### config.mk
export PLATFORM = sky130hd
export DESIGN_NAME = validador_pecas
export DESIGN_NICKNAME = d
export VERILOG_FILES = /design/src/rtl/validador_pecas.sv
export SDC_FILE = /design/constraint.sdc
export NUM_CORES = 1
export LEC_CHECK = 0
export ABC_CLOCK_PERIOD_IN_PS = 13200
export CORE_MARGIN = 5
export CORE_UTILIZATION = 33
export CTS_BUF_LIST = sky130_fd_sc_hd__clkbuf_16
export DETAILED_ROUTE_END_ITERATION = 8
export GPL_TIMING_DRIVEN = 0
export SYNTH_ARGS = -nofsm -noshare
export SYNTH_HDL_FRONTEND = slang
export SYNTH_SLANG_ARGS = --single-unit
export TNS_END_PERCENT = 50
### constraint.sdc
create_clock -name clk -period 13.2 [get_ports clk]
set_clock_uncertainty 0.2 [all_clocks]
set_input_delay 1.32 -clock clk [delete_from_list [all_inputs] [get_ports clk]]
set_output_delay 1.32 -clock clk [all_outputs]
set_load 0.02 [all_outputs]
### src/rtl/validador_pecas.sv
// Piece placement validator for two square occupancy boards, with a registered cell query port.
// Optional per-board written-cell counters are enabled by defining VALIDADOR_CONTAGEM_EN.
module validador_pecas #(
  parameter int unsigned TAM_TAB = 10
) (
  input  logic       clk,
  input  logic       reset,
  input  logic       valida,
  input  logic [2:0] tipo,
  input  logic       jogador,
  input  logic [3:0] X1,
  input  logic [3:0] Y1,
  input  logic       direcao,
  input  logic [2:0] orientacao,
  input  logic       consulta_jogador,
  input  logic [3:0] consulta_x,
  input  logic [3:0] consulta_y,
  output logic       conflito,
  output logic       concluido,
  output logic       ocupado,
  output logic       consulta_celula
`ifdef VALIDADOR_CONTAGEM_EN
  ,
  output logic [6:0] celulas_j0,
  output logic [6:0] celulas_j1
`endif
);

  typedef enum logic [1:0] {StIdle, StCheck, StWrite, StDone} estado_t;

  estado_t estado_q, estado_d;
  logic       valida_q;
  logic [2:0] tipo_q;
  logic       jog_q;
  logic [3:0] x_q, y_q;
  logic       dir_q, esp_q;
  logic [2:0] k_q, k_d;
  logic       conflito_q, conflito_d;
  logic       consulta_q;
  // Boards are stored with a fixed 16-cell row stride; cells beyond TAM_TAB are never written.
  logic [255:0] mapa_q [2];

  logic [2:0] comprimento;
  logic       tipo_ok, inicio, escreve, ultima, fora, ocupada, desvio;
  logic [2:0] dx, dy;
  logic [4:0] cx, cy;
  logic [7:0] celula;
  logic       consulta_ok;
  logic       unused_ori;

  assign unused_ori = ^orientacao[2:1];

  always_comb begin
    comprimento = 3'd0;
    unique case (tipo_q)
      3'd0:    comprimento = 3'd1;
      3'd1:    comprimento = 3'd2;
      3'd2:    comprimento = 3'd3;
      3'd3:    comprimento = 3'd4;
      3'd4:    comprimento = 3'd5;
      default: comprimento = 3'd0;
    endcase
  end

  assign tipo_ok = (tipo_q <= 3'd4);
  assign ultima  = (k_q == comprimento - 3'd1);

  // Hidroaviao zig-zags across the axis: the middle cell steps off-line, mirrored by esp_q.
  assign desvio = (tipo_q == 3'd2) ? ((k_q == 3'd1) ^ esp_q) : 1'b0;
  assign dx     = dir_q ? {2'b00, desvio} : k_q;
  assign dy     = dir_q ? k_q : {2'b00, desvio};
  assign cx     = {1'b0, x_q} + {2'b00, dx};
  assign cy     = {1'b0, y_q} + {2'b00, dy};
  assign fora   = (cx >= 5'(TAM_TAB)) || (cy >= 5'(TAM_TAB));
  assign celula = {cy[3:0], cx[3:0]};
  assign ocupada = !fora && mapa_q[jog_q][celula];

  assign inicio = valida && !valida_q && (estado_q == StIdle);

  always_comb begin
    estado_d   = estado_q;
    k_d        = k_q;
    conflito_d = conflito_q;
    escreve    = 1'b0;
    unique case (estado_q)
      StIdle: begin
        if (inicio) begin
          estado_d = StCheck;
          k_d      = 3'd0;
        end
      end
      StCheck: begin
        if (!tipo_ok || fora || ocupada) begin
          estado_d   = StDone;
          conflito_d = 1'b1;
        end else if (ultima) begin
          estado_d = StWrite;
          k_d      = 3'd0;
        end else begin
          k_d = k_q + 3'd1;
        end
      end
      StWrite: begin
        escreve = 1'b1;
        if (ultima) begin
          estado_d   = StDone;
          conflito_d = 1'b0;
        end else begin
          k_d = k_q + 3'd1;
        end
      end
      StDone:  estado_d = StIdle;
      default: estado_d = StIdle;
    endcase
  end

  always_ff @(posedge clk or posedge reset) begin
    if (reset) begin
      estado_q   <= StIdle;
      valida_q   <= 1'b0;
      tipo_q     <= 3'd0;
      jog_q      <= 1'b0;
      x_q        <= 4'd0;
      y_q        <= 4'd0;
      dir_q      <= 1'b0;
      esp_q      <= 1'b0;
      k_q        <= 3'd0;
      conflito_q <= 1'b0;
    end else begin
      estado_q   <= estado_d;
      valida_q   <= valida;
      k_q        <= k_d;
      conflito_q <= conflito_d;
      if (inicio) begin
        tipo_q <= tipo;
        jog_q  <= jogador;
        x_q    <= X1;
        y_q    <= Y1;
        dir_q  <= direcao;
        esp_q  <= orientacao[0];
      end
    end
  end

  always_ff @(posedge clk or posedge reset) begin
    if (reset) begin
      mapa_q[0] <= '0;
      mapa_q[1] <= '0;
    end else if (escreve) begin
      mapa_q[jog_q][celula] <= 1'b1;
    end
  end

  assign consulta_ok = ({1'b0, consulta_x} < 5'(TAM_TAB)) && ({1'b0, consulta_y} < 5'(TAM_TAB));

  always_ff @(posedge clk or posedge reset) begin
    if (reset) begin
      consulta_q <= 1'b0;
    end else begin
      consulta_q <= consulta_ok && mapa_q[consulta_jogador][{consulta_y, consulta_x}];
    end
  end

`ifdef VALIDADOR_CONTAGEM_EN
  always_ff @(posedge clk or posedge reset) begin
    if (reset) begin
      celulas_j0 <= 7'd0;
      celulas_j1 <= 7'd0;
    end else if (escreve) begin
      if (jog_q) celulas_j1 <= celulas_j1 + 7'd1;
      else       celulas_j0 <= celulas_j0 + 7'd1;
    end
  end
`endif

  assign conflito        = conflito_q;
  assign concluido       = (estado_q == StDone);
  assign ocupado         = (estado_q != StIdle);
  assign consulta_celula = consulta_q;

endmodule

==> results_dict.tcl <==
set metrics [dict create \
    grt_max_degree 127 \
    rsz0062_at_grt "false" \
    synth_flop_cell "dfrtp_1" \
    slew-limit-headroom_pct 3.51 \
    cp-end-kind "register" \
    ios 32 \
    cts-hold-fix-buffers 0 \
    post-cts-setup-buffers 0 \
    placed_area_um2 21700 \
    final_cell_mix "dfrtp_1 (406), a21o_1 (197), o21bai_1 (192)" \
    post-route-util_pct 37.8 \
    wirelength_um 77600 \
    seqCellArea_um2 10200 \
    die_area_um2 66800 \
    drive_above_1_share_pct 16.7 \
    power.density_nw_per_um2 271 \
    timing.rr.start "k_q[1]$_DFFE_PP0P_" \
    track_usage_pct 22.9 \
    worst_slew_pin_slew_ps 1450 \
    fmax_mhz 146 \
    p_clk_share_pct 20.6 \
    first_pass_iters 6 \
    synth_compound_area_share_pct 20.2 \
    h-tree-depth 2 \
    status "finished clean" \
    numCtsBuffers 47 \
    crit_path_max_fanout 10 \
    antenna_found_initial 4 \
    comb_power_share_pct 48.1 \
    initial_core_util_pct 33.2 \
    cp.arrival_ps 7100 \
    synth_area_per_cell_um2 12.9 \
    cp.required_ps 13470 \
    num_rows 91 \
    p_sw_w 0.00282 \
    fin_area_um2 23200 \
    post-dp-hpwl_um 53400 \
    io_buffer_count 24 \
    p_seq_share_pct 31.3 \
    place_congestion 0.990 \
    min-delay-start "mapa_q[175]$_DFFE_PP0N_" \
    hold_class "reg2reg" \
    via_count 15700 \
    finalHoldViolations 0 \
    swShare_pct 44.9 \
    yosysWarnings 0 \
    p_int_w 0.00347 \
    ys_async_sr_fraction_pct 100 \
    multi_input_area_um2 9610 \
    final-setup-viol-count 0 \
    fin_cells 2486 \
    die_w_um 259 \
    finalNetCount 1703 \
    synthToLayoutAreaGrowth_pct 13.9 \
    cts_resized 0 \
    clock_latency_ps 610 \
    die_y_um 259 \
    wl_per_cell_um 31.2 \
    synthMuxAreaShare_pct 20.9 \
    clock_path_buffers 3 \
    synth_seq_cells 406 \
    drc 0 \
    synth.distinct_cells 66 \
    worstSetupPathType "reg2reg" \
    synth-simple-area-share_pct 4.52 \
    overflow 0 \
    syn_area_um2 20400 \
    first_iter_violations 2229 \
    synth_edf_count 0 \
    fillers 5812 \
    period_needed_ps 6830 \
    synth_fp_nets 1626 \
    vias_per_cell 6.33 \
    synth_seq_area_share_pct 49.8 \
    cts_tree "built" \
    layout_commonest_cell "dfrtp_1" \
    finalCritPeriodShare_pct 51.8 \
    cts_root_buffer "clkbuf_16" \
    syn_inst 1584 \
    grt_pass1_vias 15900 \
    crit_path_start_kind "register" \
    ir_worst_vdd_uv 116 \
    dp.cells 2402 \
    cap_violations 0 \
    synth_top_family_by_area "multiplexers" \
    core-area_um2 61500 \
    slew_violations 0 \
    clk_pin_slew_worst_paths_ps 60 \
    drt.antenna.violating_nets 0 \
    synthAdderAreaFrac_pct 0.933 \
    crit_start "k_q[1]$_DFFE_PP0P_" \
    power.total_w 0.00629 \
    p_leak_nw 11.5 \
    synth_xor_area_share_pct 0.466 \
    cts_sinks 406 \
    grt_pass1_wl_um 113000 \
]
[cell families after synthesis]
family	count (synthesis)
AO/OA/AOI/OAI	557
XOR/XNOR	10
adder cells (fa/ha/maj)	14
buffers and inverters	141
flip-flops	406
multiplexers	247
AND/OR/NAND/NOR	209
[critical path, cell delays in order, from the launching register on]
cell	delay, ps
dfrtp_1	440
inv_1	110
ha_1	190
nor2b_1	140
xnor2_1	130
or4b_2	620
mux2i_1	170
ha_1	210
fa_1	300
xnor2_1	440
clkbuf_1	680
nand2_1	300
a21oi_1	90
a2111oi_0	1120
a21oi_1	210
nor3_2	320
nor4_1	100
a41o_2	350
a21boi_4	220
mux2_1	330
[state kept, by name (all words and copies together), names as in the netlist]
signal	count
esp_q	1
dir_q	1
consulta_celula	1
mapa_q	384
jog_q	1
x_q	4
tipo_q	3
k_q	3
estado_q	2
valida_q	1
y_q	4
conflito	1
[cells in the mapped netlist, types with 2 or more instances]
cell / number / area [um2]
xor2_1: 4 / 35.0
a311oi_1: 3 / 26.3
buf_2: 27 / 135
o221ai_1: 19 / 166
a32oi_1: 2 / 17.5
mux2_1: 3 / 33.8
or3_1: 5 / 31.3
nand2_1: 84 / 315
dfrtp_1: 406 / 10200
buf_4: 11 / 82.6
mux4_2: 141 / 3180
nor2_1: 64 / 240
o211ai_1: 3 / 22.5
and2_1: 4 / 25.0
inv_1: 10 / 37.5
buf_6: 3 / 33.8
xnor2_1: 5 / 43.8
buf_1: 30 / 113
o22ai_1: 21 / 131
a211oi_1: 3 / 22.5
mux2_2: 21 / 236
o21bai_1: 192 / 1440
ha_1: 12 / 150
a22oi_1: 8 / 60.1
a21o_1: 197 / 1480
a2111oi_0: 10 / 87.6
fa_1: 2 / 40.0
mux2i_1: 82 / 821
nor3_1: 10 / 50.1
o21ai_1: 4 / 20.0
a21oi_1: 21 / 105
clkbuf_1: 58 / 218
o21ai_0: 23 / 115
o311ai_1: 2 / 17.5
a221oi_1: 19 / 166
nand4_1: 4 / 25.0
a22o_1: 4 / 35.0
nand2b_1: 6 / 37.5
o211a_1: 2 / 20.0
a31oi_1: 12 / 75.1
nand3_1: 13 / 65.1
nor2b_1: 10 / 62.6
[power groups by stage]
stage | sequential, W | combinational (W) | clock (W)
after detailed placement | 0.00197 | 0.00292 | 0
final | 0.00197 | 0.00303 | 0.00129
after floorplan | 0.00186 | 0.00183 | 0
after global placement | 0.00195 | 0.00288 | 0
after global routing | 0.00201 | 0.00312 | 0.00135
after CTS | 0.00195 | 0.00293 | 0.00130
[stage by stage]
stage	setup TNS [ps]	worst slack (ps)	hold WS (ps)
2_1_floorplan	0	385	220
3_3_place_gp	-1669210	-4150	233
3_5_place_dp	0	6530	237
4_1_cts	0	6490	250
5_1_grt	0	6270	262
6_report	0	6370	250
[layer usage]
metal,part of all wire [%],GRT usage (%),routed length (um)
met1,39,30.8,30300
met2,43,33.8,33700
met3,11,6.77,8820
met4,6.0,11.4,4680
met5,0.058,0,45
[final timing paths]
path                       cells past startpoint                       to  slack [ps]
max in group asynchronous                      3  mapa_q[296]$_DFFE_PP0N_       10670
setup reg to reg                              19       k_q[0]$_DFFE_PP0P_        6370
setup / recovery                              19       k_q[0]$_DFFE_PP0P_        6370
min in group asynchronous                      2  mapa_q[146]$_DFFE_PP0N_         990
hold / removal                                 1  mapa_q[175]$_DFFE_PP0N_         250
hold reg to reg                                1  mapa_q[175]$_DFFE_PP0N_         250
[cell type report]
type | count | share of cell area (%)
sequential | 406 | 43.8
multi-input combinational | 1037 | 41.4
clock buffer | 48 | 5.17
tap | 790 | 4.26
buffer | 129 | 2.51
timing repair buffer | 28 | 1.44
clock inverter | 35 | 1.26
inverter | 12 | 0.226
antenna | 1 | 0.0108
Power figures use the tool's default switching activity.
